$ cat config.mk
export PLATFORM = sky130hd
export DESIGN_NAME = alu_muldiv
export DESIGN_NICKNAME = d
export VERILOG_FILES = /design/src/rtl/alu_pkg.sv /design/src/rtl/alu_muldiv_iter.sv /design/src/rtl/alu_muldiv.sv
export SDC_FILE = /design/constraint.sdc
export NUM_CORES = 1
export LEC_CHECK = 0
export ABC_AREA = 1
export ABC_CLOCK_PERIOD_IN_PS = 2950
export BUFFER_PORTS_ARGS = -buffer_cell sky130_fd_sc_hd__buf_4
export CAP_MARGIN = 25
export CORE_MARGIN = 4
export CORE_UTILIZATION = 50
export DETAILED_ROUTE_END_ITERATION = 8
export MAX_ROUTING_LAYER = met4
export PLACE_DENSITY = 0.7
export RECOVER_POWER = 50
export SYNTH_ARGS = -nofsm -noshare
export SYNTH_HDL_FRONTEND = slang
export SYNTH_SLANG_ARGS = --single-unit
export TNS_END_PERCENT = 100
$ cat constraint.sdc
create_clock -name clk -period 2.95 [get_ports clk]
set_input_delay 0.1475 -clock clk [delete_from_list [all_inputs] [get_ports clk]]
set_output_delay 0.1475 -clock clk [all_outputs]
set_load 0.03 [all_outputs]
$ cat src/rtl/alu_pkg.sv
// Shared types and constants for the alu_muldiv execute-stage datapath.
package alu_pkg;

  localparam int ALU_CTRL_W = 4;

  // Fill bit for the divide-by-zero quotient; replicated to the datapath width.
  localparam logic DIV0_QUOT = 1'b1;

  typedef enum logic [ALU_CTRL_W-1:0] {
    OP_ADD   = 4'b0000,
    OP_SUB   = 4'b0001,
    OP_AND   = 4'b0010,
    OP_OR    = 4'b0011,
    OP_XOR   = 4'b0100,
    OP_SLT   = 4'b0101,
    OP_SLTU  = 4'b0110,
    OP_SLL   = 4'b0111,
    OP_SRL   = 4'b1000,
    OP_SRA   = 4'b1001,
    OP_MUL   = 4'b1010,
    OP_MULHU = 4'b1011,
    OP_DIVU  = 4'b1100,
    OP_REMU  = 4'b1101,
    OP_RSV0  = 4'b1110,
    OP_RSV1  = 4'b1111
  } alu_op_e;

  typedef enum logic [1:0] {
    ST_IDLE,
    ST_CALC,
    ST_DONE
  } alu_state_e;

  // Ops that go through the WIDTH-step shift/subtract engine.
  function automatic logic is_iter_op(input alu_op_e op);
    return (op == OP_MUL) || (op == OP_MULHU) || (op == OP_DIVU) || (op == OP_REMU);
  endfunction

endpackage

$ cat src/rtl/alu_muldiv_iter.sv
// Unsigned shift-add multiplier / restoring divider sharing one 2*WIDTH register.
// Multiply: {hi,lo} starts as {0, op1}; each step adds op2 into hi when lo[0]
// is set and shifts the whole register right. Divide: {rem,quot} starts as
// {0, op1}; each step shifts left and subtracts op2 from rem when it fits.
// A zero divisor naturally yields an all-ones quotient and rem = dividend.
// lo/hi present the value after the current step so the parent can capture
// the final result on the same edge that done is high.
module muldiv_iter
  import alu_pkg::*;
#(
  parameter int WIDTH = 32
) (
  input  logic             clk,
  input  logic             rst_n,
  input  logic             start,
  input  logic             is_div,
  input  logic [WIDTH-1:0] op1,
  input  logic [WIDTH-1:0] op2,
  output logic             done,
  output logic [WIDTH-1:0] lo,
  output logic [WIDTH-1:0] hi
);

  localparam int CNT_W = $clog2(WIDTH);

  logic [2*WIDTH-1:0] acc_q, acc_d;
  logic [WIDTH-1:0]   m_q, m_d;
  logic [CNT_W-1:0]   cnt_q, cnt_d;
  logic               run_q, run_d;
  logic               div_q, div_d;

  logic [WIDTH:0]     sum;
  logic [WIDTH:0]     rem_sh;
  logic [WIDTH-1:0]   quo_sh;
  logic [2*WIDTH-1:0] step;

  // One multiply or divide iteration applied to the current register.
  always_comb begin
    sum    = '0;
    rem_sh = '0;
    quo_sh = '0;
    step   = acc_q;
    if (div_q) begin
      rem_sh = {acc_q[2*WIDTH-1:WIDTH], acc_q[WIDTH-1]};
      quo_sh = {acc_q[WIDTH-2:0], 1'b0};
      if (rem_sh >= {1'b0, m_q}) begin
        rem_sh    = rem_sh - {1'b0, m_q};
        quo_sh[0] = 1'b1;
      end
      step = {rem_sh[WIDTH-1:0], quo_sh};
    end else begin
      sum  = {1'b0, acc_q[2*WIDTH-1:WIDTH]} + (acc_q[0] ? {1'b0, m_q} : {(WIDTH+1){1'b0}});
      step = {sum, acc_q[WIDTH-1:1]};
    end
  end

  // Load on start, then step with a down-counter until terminal count.
  always_comb begin
    acc_d = acc_q;
    m_d   = m_q;
    cnt_d = cnt_q;
    run_d = run_q;
    div_d = div_q;
    if (start) begin
      acc_d = {{WIDTH{1'b0}}, op1};
      m_d   = op2;
      cnt_d = CNT_W'(WIDTH - 1);
      run_d = 1'b1;
      div_d = is_div;
    end else if (run_q) begin
      acc_d = step;
      cnt_d = cnt_q - 1'b1;
      if (cnt_q == '0) begin
        run_d = 1'b0;
      end
    end
  end

  // Engine state registers; reset clears the counter and abandons any op.
  always_ff @(posedge clk) begin
    if (!rst_n) begin
      acc_q <= '0;
      m_q   <= '0;
      cnt_q <= '0;
      run_q <= 1'b0;
      div_q <= 1'b0;
    end else begin
      acc_q <= acc_d;
      m_q   <= m_d;
      cnt_q <= cnt_d;
      run_q <= run_d;
      div_q <= div_d;
    end
  end

  assign done = run_q && (cnt_q == '0);
  assign lo   = step[WIDTH-1:0];
  assign hi   = step[2*WIDTH-1:WIDTH];

endmodule

$ cat src/rtl/alu_muldiv.sv
// Execute-stage ALU with iterative unsigned multiply/divide behind valid/ready.
//
//   state | meaning
//   IDLE  | waiting for a request; in_ready high
//   CALC  | muldiv engine stepping one bit per cycle; busy high
//   DONE  | result held; out_valid rises one cycle after entry, leave on out_ready
module alu_muldiv
  import alu_pkg::*;
#(
  parameter int WIDTH = 32
) (
  input  logic                  clk,
  input  logic                  rst_n,
  input  logic                  in_valid,
  output logic                  in_ready,
  input  logic [WIDTH-1:0]      alu_op1,
  input  logic [WIDTH-1:0]      reg_op2,
  input  logic [WIDTH-1:0]      imm_op,
  input  logic                  alu_src,
  input  logic [ALU_CTRL_W-1:0] alu_ctrl,
  output logic                  out_valid,
  input  logic                  out_ready,
  output logic [WIDTH-1:0]      alu_out,
  output logic                  eq,
  output logic                  busy
);

  localparam int SHAMT_W = $clog2(WIDTH);

  alu_state_e       state_q, state_d;
  alu_op_e          op_q, op_d;
  logic             div0_q, div0_d;
  logic [WIDTH-1:0] alu_out_q, alu_out_d;
  logic             eq_q, eq_d;
  logic             out_valid_q, out_valid_d;
  logic             in_ready_q, in_ready_d;
  logic             busy_q, busy_d;

  alu_op_e          op_in;
  logic [WIDTH-1:0] op2;
  logic [SHAMT_W-1:0] shamt;
  logic [WIDTH-1:0] sc_result;
  logic [WIDTH-1:0] md_result;
  logic             md_start, md_is_div, md_done;
  logic [WIDTH-1:0] md_lo, md_hi;

  assign op_in     = alu_op_e'(alu_ctrl);
  assign op2       = alu_src ? imm_op : reg_op2;
  assign shamt     = op2[SHAMT_W-1:0];
  assign md_is_div = (op_in == OP_DIVU) || (op_in == OP_REMU);
  assign md_start  = (state_q == ST_IDLE) && in_valid && is_iter_op(op_in);

  // Single-cycle datapath on the live operands; only sampled at the accept edge.
  always_comb begin
    sc_result = '0;
    case (op_in)
      OP_ADD:  sc_result = alu_op1 + op2;
      OP_SUB:  sc_result = alu_op1 - op2;
      OP_AND:  sc_result = alu_op1 & op2;
      OP_OR:   sc_result = alu_op1 | op2;
      OP_XOR:  sc_result = alu_op1 ^ op2;
      OP_SLT:  sc_result = {{(WIDTH-1){1'b0}}, ($signed(alu_op1) < $signed(op2))};
      OP_SLTU: sc_result = {{(WIDTH-1){1'b0}}, (alu_op1 < op2)};
      OP_SLL:  sc_result = alu_op1 << shamt;
      OP_SRL:  sc_result = alu_op1 >> shamt;
      OP_SRA:  sc_result = $signed(alu_op1) >>> shamt;
      default: sc_result = '0;
    endcase
  end

  // Pick the engine half that belongs to the latched iterative op.
  always_comb begin
    md_result = md_hi;
    case (op_q)
      OP_MUL:   md_result = md_lo;
      OP_MULHU: md_result = md_hi;
      OP_DIVU:  md_result = div0_q ? {WIDTH{DIV0_QUOT}} : md_lo;
      default:  md_result = md_hi;
    endcase
  end

  // Next-state and registered-output logic for the handshake FSM.
  always_comb begin
    state_d   = state_q;
    op_d      = op_q;
    div0_d    = div0_q;
    alu_out_d = alu_out_q;
    eq_d      = eq_q;
    case (state_q)
      ST_IDLE: begin
        if (in_valid) begin
          op_d   = op_in;
          div0_d = (op2 == '0);
          if (is_iter_op(op_in)) begin
            state_d = ST_CALC;
          end else begin
            alu_out_d = sc_result;
            eq_d      = (sc_result == '0);
            state_d   = ST_DONE;
          end
        end
      end
      ST_CALC: begin
        if (md_done) begin
          alu_out_d = md_result;
          eq_d      = (md_result == '0);
          state_d   = ST_DONE;
        end
      end
      ST_DONE: begin
        if (out_valid_q && out_ready) begin
          state_d = ST_IDLE;
        end
      end
      default: state_d = ST_IDLE;
    endcase
    out_valid_d = (state_q == ST_DONE) && (state_d == ST_DONE);
    in_ready_d  = (state_d == ST_IDLE);
    busy_d      = (state_d == ST_CALC);
  end

  // FSM state and output registers.
  always_ff @(posedge clk) begin
    if (!rst_n) begin
      state_q     <= ST_IDLE;
      op_q        <= OP_ADD;
      div0_q      <= 1'b0;
      alu_out_q   <= '0;
      eq_q        <= 1'b0;
      out_valid_q <= 1'b0;
      in_ready_q  <= 1'b1;
      busy_q      <= 1'b0;
    end else begin
      state_q     <= state_d;
      op_q        <= op_d;
      div0_q      <= div0_d;
      alu_out_q   <= alu_out_d;
      eq_q        <= eq_d;
      out_valid_q <= out_valid_d;
      in_ready_q  <= in_ready_d;
      busy_q      <= busy_d;
    end
  end

  muldiv_iter #(.WIDTH(WIDTH)) u_muldiv (
    .clk    (clk),
    .rst_n  (rst_n),
    .start  (md_start),
    .is_div (md_is_div),
    .op1    (alu_op1),
    .op2    (op2),
    .done   (md_done),
    .lo     (md_lo),
    .hi     (md_hi)
  );

  assign alu_out   = alu_out_q;
  assign eq        = eq_q;
  assign out_valid = out_valid_q;
  assign in_ready  = in_ready_q;
  assign busy      = busy_q;

endmodule

==> impl_results.md, run 1 <==
- Status: stopped before the end
- Halt point of the flow: global routing (5_1_grt)
- Error msg: [ERROR GRT-0232] Routing congestion too high. Check the congestion heatmap in the GUI.
- Clk buf depth: 2
- Area after DPL: just over 0.03 mm²
- Root Driver: clkbuf_16
- Cell area after synthesis: 0.0230 mm²
- Syn Nets: 4562
- Post-DP HPWL: ~110000 µm
- Total GRT Usage: 0.714
- Post-synthesis async set-or-reset flop share: 0
- Adder-Cell Fraction of Synth Area: 0.0933
- Synth Area in Simple Gates: 0.478
- Mapped Cells: approximately 4300
- CTS H-Tree Depth: 4
- Ports: between 100 and 150
- Post-synthesis compound-gate area fraction: 0.146
- Worst setup endpoint GRT: eq$_SDFFE_PN0P_/D
- RD Place Congestion: 1.21
- Total CTS buffers: 17
- GRT Residual Overflow: around 110
- Pin count of the biggest net entering global routing: between 70 and 80
- Mux cell area share after synthesis: 0.00871
- Post-synth EDFFs: 0
- Avg Inst Size Synth: around 5.4 µm²
- Initial antenna violation count: 31
- Die Width: between 200 and 250 µm
- Synth Area in XOR/XNOR: 0.00724
- Die span in y: 222 µm
- Initial core utilization: 0.507
- Main combinational cell family by area after synthesis: simple AND/OR/NAND/NOR gates
- Seq/Total Area, Yosys: 0.127
- Synth warn: 0
- Clock sink count: about 150
- Num rows: 78
- Most common flop cell mapped by yosys: dfxtp_1
- Synth unique cells: 57
- Port Buffers: 140
- WEP type: register input
- Flops & latches, synth: about 150
-- Yosys cell counts, types with 3 or more instances --
cell	count	area share
o21ai_0	201	0.044
o211ai_1	32	0.010
o221ai_1	6	0.0023
inv_2	11	0.0018
xor2_1	10	0.0038
ha_1	165	0.090
o22ai_1	18	0.0049
buf_4	11	0.0036
nand3_1	679	0.15
nand2_4	5	0.0024
nor2_1	331	0.054
a21oi_1	251	0.055
o2111ai_1	3	0.0011
nand2_1	1312	0.21
nor2_2	13	0.0035
dfxtp_1	146	0.13
clkbuf_1	85	0.014
or2_2	52	0.014
buf_1	12	0.0020
buf_2	51	0.011
o21ai_1	6	0.0013
o21bai_1	19	0.0062
clkinv_1	4	0.00065
nor3_1	41	0.0089
o21a_1	3	0.00098
and2_1	3	0.00082
nand2_8	3	0.0026
a31oi_1	37	0.010
nand3_2	6	0.0026
mux2i_1	20	0.0087
nand2_2	14	0.0038
xnor2_1	9	0.0034
nand3b_1	13	0.0042
inv_1	604	0.099
nand4_1	54	0.015
nor4_1	6	0.0016
a221oi_1	10	0.0038
fa_1	4	0.0035
buf_6	15	0.0073
-- per-layer routing --
layer | overflow | GRT usage
met1 | 8 | 0.714
met2 | 57 | 0.876
met3 | 4 | 0.532
met4 | 36 | 0.663
met5 | - | -
-- timing repair --
item	4_1_cts
endpoints found under the setup margin	23
hold endpoints to repair	0
setup buffers	25
hold buffers	0
pin swaps	52
resized for setup	187
-- through the flow --
| stage | util | hold slack, ns | setup WS (ns) | std cells | TNS (ns) |
|---|---|---|---|---|---|
| floorplan | - | 0.298 | 0.00331 | 4288 | 0 |
| CTS | 0.711 | 0.0234 | -0.0429 | 5788 | -0.0883 |
| detailed placement | 0.677 | 0.440 | -0.633 | 5731 | -10.92 |
| global placement | 0.677 | 0.435 | -0.577 | 5731 | -9.31 |
-- cells by family after synthesis --
| group | Yosys count |
|---|---|
| muxes | 20 |
| AOI/OAI and AO/OA | 602 |
| and+or+nand+nor | 2537 |
| adders and majority gates | 169 |
| xor gates and xnor gates | 19 |
| DFF | 146 |
| buffers and inverters | 795 |
==> run 2: changes to the inputs <==
- ABC_CLOCK_PERIOD_IN_PS: 2950 -> 3800
- CORE_UTILIZATION: 50 -> 35
- MAX_ROUTING_LAYER: met4 -> unset
- PLACE_DENSITY: 0.7 -> unset
- PLACE_DENSITY_LB_ADDON: unset -> 0.15
- clock period: 2.95 -> 3.8 ns (I/O delays scaled with it)
==> impl_results.md, run 2 <==
- Post-synth top cells: nand2_1, nand3_1, inv_1
- Fin cells: roughly 5400
- Final Instance Area: between 0.02 and 0.03 mm²
- Post-route clock period utilization: 0.939
- Post-synth EDFFs: 0
- RSZ-0062 raised after global routing: no
- Routed vias: 29800
- Ports: between 100 and 150
- Syn Nets: around 4600
- Most common flop cell mapped by yosys: dfxtp_1
- Post-synthesis async set-or-reset flop share: 0
- Total CTS buffers: 17
- Endpoint type of the worst setup path: flop
- Slowest-stage cell, CP: dfxtp_1
- Status: finished with violations
- Failing checks: max-capacitance violations, max-slew violations
- Setup WS post-layout: approximately 0.23 ns
- Clk Latency, worst-skew pair: 0.48 ns
- Fill cells: around 7500
- Clock sink count: 146
- Routed Antenna Nets: 0
- Post-DP HPWL: 105000 µm
- Die span in y: between 200 and 300 µm
- Max-cap violations: 1
- Largest cells by area after synthesis: nand2_1, nand3_1, dfxtp_1
- Pwr per Cell Area: 310 mW/mm²
- Detailed Route Iter0 Violations: approximately 3200
- Vias in the first global route: 28100
- Worst VDD drop: between 0.3 and 0.4 mV
- CTS H-Tree Depth: 4
- Root Driver: clkbuf_16
- Setup Crit Path Kind: flop to flop
- Post-synth top area cell: nand2_1
- Num rows: slightly above 90
- Die Width: roughly 260 µm
- Final count of negative-setup-slack endpoints: 0
- Slew @ Worst Pin: around 1.5 ns
- Leakage power: ~0.014 µW
- Post-CTS Setup Inserts: 0
- Pin count of the biggest net entering global routing: 62
- CP peak stage delay: around 0.38 ns
- Placed cells: about 5300
- Area after DPL: 0.0261 mm²
- Synth warn: 0
- Setup TNS Final: 0 ns
- Synth unique cells: 57
- Core area: around 0.065 mm²
- Worst path buffer plus inverter count: 3
- HP Class: input port to flop
- DRC Markers: 0
- CP Launch Type: flop
- Reg with most FFs: u_muldiv.acc_q
- P&R area growth vs syn: 15.5%
- Flops & latches, synth: between 100 and 150
- Clk buf depth: 2
- Share of cells above drive strength 1: 0.106
- Nets: between 4000 and 5000
- CP required: about 4.2 ns
- Largest register FFs: 64
- Clk slew on worst S/H paths: 0.07 ns
- Hold slack: roughly 0.052 ns
- Delay-heaviest family, CP: simple AND/OR/NAND/NOR gates
- Count leader, synth: nand2_1
- Seq/Total Area, Yosys: 0.127
- First-pass GRT wire length: about 180000 µm
- Relative slew slack: -0.0169
- Top cell type's share of synthesized area: 0.214
- Port Buffers: 140
- Initial core utilization: 0.355
- CTS tree: built
- RD Place Congestion: between 1 and 1.5
- Max frequency: ~280 MHz
- Avg Inst Size Synth: 5.36 µm²
- Routed wire per std cell: 23.6 µm
- Skew final: 0.0139 ns
- Detailed Routing Iterations Pass 1: 6
- CP dominant cell by count: nand3_1
- Commonest non-fill, non-tap cell in the layout: nand2_1
- Drt total wl: roughly 130000 µm
- Max-slew violation count: 33
- Mapped Cells: around 4300
- CP Max Fanout: 30
- Die Footprint: around 0.07 mm²
- Min cycle time layout: roughly 3.6 ns
- GRT Residual Overflow: 0
- Pre-CTS WS: about 0.16 ns
- Worst Path Arrival: 3.98 ns
- Final Hold Viols: 0
- Initial antenna violation count: 2
- Worst-path cell chain: buf_4, nand2_1, inv_1, ha_1, inv_1, o21ai_0, a21oi_1, nand3_1, nand2_1, nand2_1, nand3b_1, nand3_1, nand3_1, nand3_1, o21ai_0, nand2_1, nor2_1, nand3_1, a21oi_1
- Most frequent cells in the layout: nand2_1, nand3_1, inv_1
- Total GRT Usage: 0.349
- Vias per std cell: between 5 and 6
- Cell area after synthesis: 0.0230 mm²
run 2: through the flow:
stage	util	power, µW
after global routing	0.410	8710
after global placement	0.404	6430
after floorplan	-	4580
after CTS	0.413	8190
after detailed placement	0.404	6410
final	0.410	8240
run 2: worst paths after layout:
kind	depth (start not counted)	endpoint	slack, ns	from
setup / recovery	19	eq$_SDFFE_PN0P_	0.23	u_muldiv.acc_q[0]$_SDFFE_PN0P_
hold / removal	3	u_muldiv.acc_q[2]$_SDFFE_PN0P_	0.05	alu_op1[2]
setup reg to reg	19	eq$_SDFFE_PN0P_	0.23	u_muldiv.acc_q[0]$_SDFFE_PN0P_
hold reg to reg	2	op_q[3]$_SDFFE_PN0P_	0.46	op_q[3]$_SDFFE_PN0P_
run 2: layout make-up:
| class | instances | area, µm² | area share |
|---|---|---|---|
| clock buffer | 21 | 450 | 0.0170 |
| inverter | 620 | 2330 | 0.0878 |
| sequential | 146 | 2920 | 0.110 |
| tap | 855 | 1070 | 0.0403 |
| multi-input combinational | 3347 | 16900 | 0.636 |
| clock inverter | 10 | 126 | 0.00476 |
| antenna | 2 | 5.00 | 0.000188 |
| timing repair buffer | 373 | 2760 | 0.104 |
run 2: cell families after synthesis:
kind of cell,after synthesis,share of synthesized area
compound gates,602,0.146
xor+xnor,19,0.00724
fa+ha+maj,169,0.0933
buf+inv,795,0.140
flops,146,0.127
mux,20,0.00871
simple gates,2537,0.478
run 2: repair_timing:
action,CTS,global route
hold buffers,1,0
gates resized for setup,0,1
endpoints found under the hold margin,1,0
setup endpoints to repair,0,3
run 2: tightest hold or removal path, delay by kind of cell:
family | cells | cell delay (ns)
AO/OA/AOI/OAI | 1 | 0.07
buffers and inverters | 1 | 0.15
AND/OR/NAND/NOR | 1 | 0.07
run 2: where the power goes:
group | internal (µW) | total, µW | switching [µW]
Clock | 987 | 1760 | 771
Combinational | 1470 | 4740 | 3270
Sequential | 1640 | 1740 | 103
run 2: metal layers:
metal  wire length (µm)  vias up  global-route usage
met5                  0        -                   0
met4              10800        0               0.245
met3               9340      356              0.0533
met2              56600     1434               0.566
met1              50200    13700               0.424
li1                   -    14400                   -
Note: power is estimated with default switching activity, not from simulation.
==> run 3: changes to the inputs <==
- ABC_AREA: 1 -> unset
- CELL_PAD_IN_SITES_DETAIL_PLACEMENT: unset -> 1
- CELL_PAD_IN_SITES_GLOBAL_PLACEMENT: unset -> 2
- HOLD_SLACK_MARGIN: unset -> 0.12
==> impl_results.md, run 3 <==
- Status: finished with violations
- Failing checks: max-capacitance violations, max-slew violations, negative setup slack
- Post-route clock period utilization: 1.09
- Die Footprint: around 0.066 mm²
- Final Instance Area: 0.0336 mm²
- Worst-path cell chain: inv_1, ha_1, buf_4, a21oi_1, nand2_2, buf_4, o2111ai_1, a31oi_1, o21a_1, o31ai_1, a221oi_1, buf_4, a21oi_2, nor4_2, nand4b_1, o21ai_0, a21o_1
- Seq/Total Area, Yosys: 0.134
- Final count of negative-setup-slack endpoints: 8
- Total CTS buffers: 17
- Worst VDD drop: 0.211 mV
- First-pass GRT wire length: 219000 µm
- Area after DPL: 0.0311 mm²
- Synth warn: 0
- Root Driver: clkbuf_16
- Skew final: 0.0188 ns
- Endpoint, Worst Hold: u_muldiv.acc_q[18]$_SDFFE_PN0P_
- CP required: approximately 4.2 ns
- Final core occ: 0.545
- CP peak stage delay: about 0.48 ns
- Endpoint type of the worst setup path: flop
- CP dominant cell by count: buf_4
- Worst Path Arrival: between 4 and 5 ns
- CTS H-Tree Depth: 4
- Post-synth top cells: nor2_1, nand2_1, a21oi_1
- Max-cap violations: 2
- HP Class: input port to flop
- Ports: about 140
- Drt total wl: 158000 µm
- Num rows: slightly above 90
- Min cycle time layout: approximately 4.1 ns
- Avg Inst Size Synth: approximately 7.1 µm²
- Detailed Route Iter0 Violations: 3406
- Commonest non-fill, non-tap cell in the layout: buf_4
- Overall power: just over 10000 µW
- CP Launch Type: flop
- Cell area after synthesis: 0.0218 mm²
- Port Buffers: 140
- Nets: approximately 4400
- Worst R2R Start: u_muldiv.m_q[7]$_SDFFE_PN0P_
- Core area: 0.0616 mm²
- Fill cells: about 7600
- Detailed Routing Iterations Pass 1: 8
- Leakage power: 0.0150 µW
- Vias per std cell: around 6.4
- Most common flop cell mapped by yosys: dfxtp_1
- Share of cells above drive strength 1: 0.378
- Post-DP HPWL: roughly 120000 µm
- Slew @ Worst Pin: approximately 2.5 ns
- GRT Residual Overflow: 0
- Fin cells: 4944
- Count leader, synth: nor2_1
- Largest cells by area after synthesis: dfxtp_1, ha_1, mux2i_1
- Post-synth EDFFs: 0
- Worst R2R End: eq$_SDFFE_PN0P_
- R2r setup slk: -0.33 ns
- Post-synth top area cell: dfxtp_1
- Most frequent cells in the layout: buf_4, nor2_1, nand2_1
- Top cell type's share of synthesized area: 0.134
- Total GRT Usage: 0.441
- Slowest-stage cell, CP: o31ai_1
- Mapped Cells: about 3100
- Syn Nets: 3335
- Die span in y: 257 µm
- Post-synthesis async set-or-reset flop share: 0
- Pin count of the biggest net entering global routing: roughly 120
- Setup WS post-layout: -0.335 ns
- Worst min-delay path startpoint: alu_op1[18]
- Setup Crit Path Kind: flop to flop
- Clock sink count: 146
- Flops & latches, synth: between 100 and 150
- Max frequency: around 240 MHz
- Final Hold Viols: 0
- Pwr per Cell Area: between 300 and 400 mW/mm²
- Max-slew violation count: 170
- Die Width: 257 µm
- CTS tree: built
- Min-Delay Path Depth: 4
- Initial antenna violation count: 7
- Clk slew on worst S/H paths: 0.08 ns
- Worst path buffer plus inverter count: 4
- Placed cells: 4842
- Largest register FFs: 64
- Initial core utilization: 0.353
- Vias in the first global route: between 30000 and 40000
- FF-to-FF path depth: 17
- Delay-heaviest family, CP: compound AO/OA/AOI/OAI gates
- P&R area growth vs syn: 54.3%
- Synth unique cells: 91
- Relative slew slack: -0.685
- DRC Markers: 0
- Routed wire per std cell: ~32 µm
- Clk buf depth: 2
- Routed vias: about 32000
- RD Place Congestion: 1.12
- Reg with most FFs: u_muldiv.acc_q
- CP Max Fanout: 4
- RSZ-0062 raised after global routing: yes
- Routed Antenna Nets: 0
- Clk Latency, worst-skew pair: 0.47 ns
[run 3: cell families after synthesis]
logic type	after synthesis	share of synthesized area
buffers and inverters	380	0.0693
adder cells (fa/ha/maj)	169	0.0985
AO/OA/AOI/OAI	1047	0.322
multiplexers	229	0.133
XOR/XNOR	54	0.0217
AND/OR/NAND/NOR	1036	0.222
flip-flops	146	0.134
[run 3: power by group]
| group | internal [µW] | total (µW) | switching (µW) | leakage, µW |
|---|---|---|---|---|
| Combinational | 2890 | 6740 | 3850 | 0.0135 |
| Sequential | 1650 | 1770 | 122 | 0.00120 |
| Clock | 890 | 1760 | 873 | 0.000285 |
| Total | 5430 | 10300 | 4840 | 0.0150 |
[run 3: metal layers]
metal,track usage,vias to the layer above,routed length (µm)
met5,0,-,33
met4,0.390,4,18200
met3,0.0679,725,12400
met2,0.718,1953,70300
met1,0.501,15600,57000
li1,-,13500,-
[run 3: worst min-delay path, cell delays in order]
cell and delay (ns):
buf_4 0.13, buf_4 0.13, a21oi_1 0.05, nor2_1 0.07
[run 3: worst max path at each step]
| stage | startpoint | endpoint | cells after the start |
|---|---|---|---|
| floorplan | alu_src | eq$_SDFFE_PN0P_ | 21 |
| global placement | alu_src | eq$_SDFFE_PN0P_ | 17 |
| detailed placement | alu_src | eq$_SDFFE_PN0P_ | 17 |
| CTS | alu_src | eq$_SDFFE_PN0P_ | 17 |
| global route | u_muldiv.m_q[7]$_SDFFE_PN0P_ | eq$_SDFFE_PN0P_ | 17 |
| finish | u_muldiv.m_q[7]$_SDFFE_PN0P_ | eq$_SDFFE_PN0P_ | 17 |
[run 3: repair_timing]
action	CTS	global route
gates resized for setup	122	212
endpoints found under the setup margin	25	25
buffers inserted	14	47
endpoints found under the hold margin	11	0
hold buffers	3	0
pin swaps	27	71
gates cloned	0	4
[run 3: cell type report]
cell class / count / area [µm²] / share of cell area
Multi-Input combinational cell: 2535 / 18700 / 0.557
Timing Repair Buffer: 1247 / 9730 / 0.290
Sequential cell: 146 / 2960 / 0.0883
Tap cell: 837 / 1050 / 0.0312
Inverter: 143 / 541 / 0.0161
Clock buffer: 18 / 439 / 0.0131
Clock inverter: 14 / 143 / 0.00425
Antenna cell: 4 / 10.0 / 0.000298
[run 3: metrics by stage]
step	TNS (ns)	hold WS (ns)	setup slack [ns]
2_1_floorplan	-4.97	0.329	-1.17
3_3_place_gp	-12.43	0.450	-1.28
3_5_place_dp	-14.92	0.463	-1.36
4_1_cts	-0.401	0.139	-0.301
5_1_grt	-2.09	0.174	-0.438
6_report	-0.957	0.154	-0.335
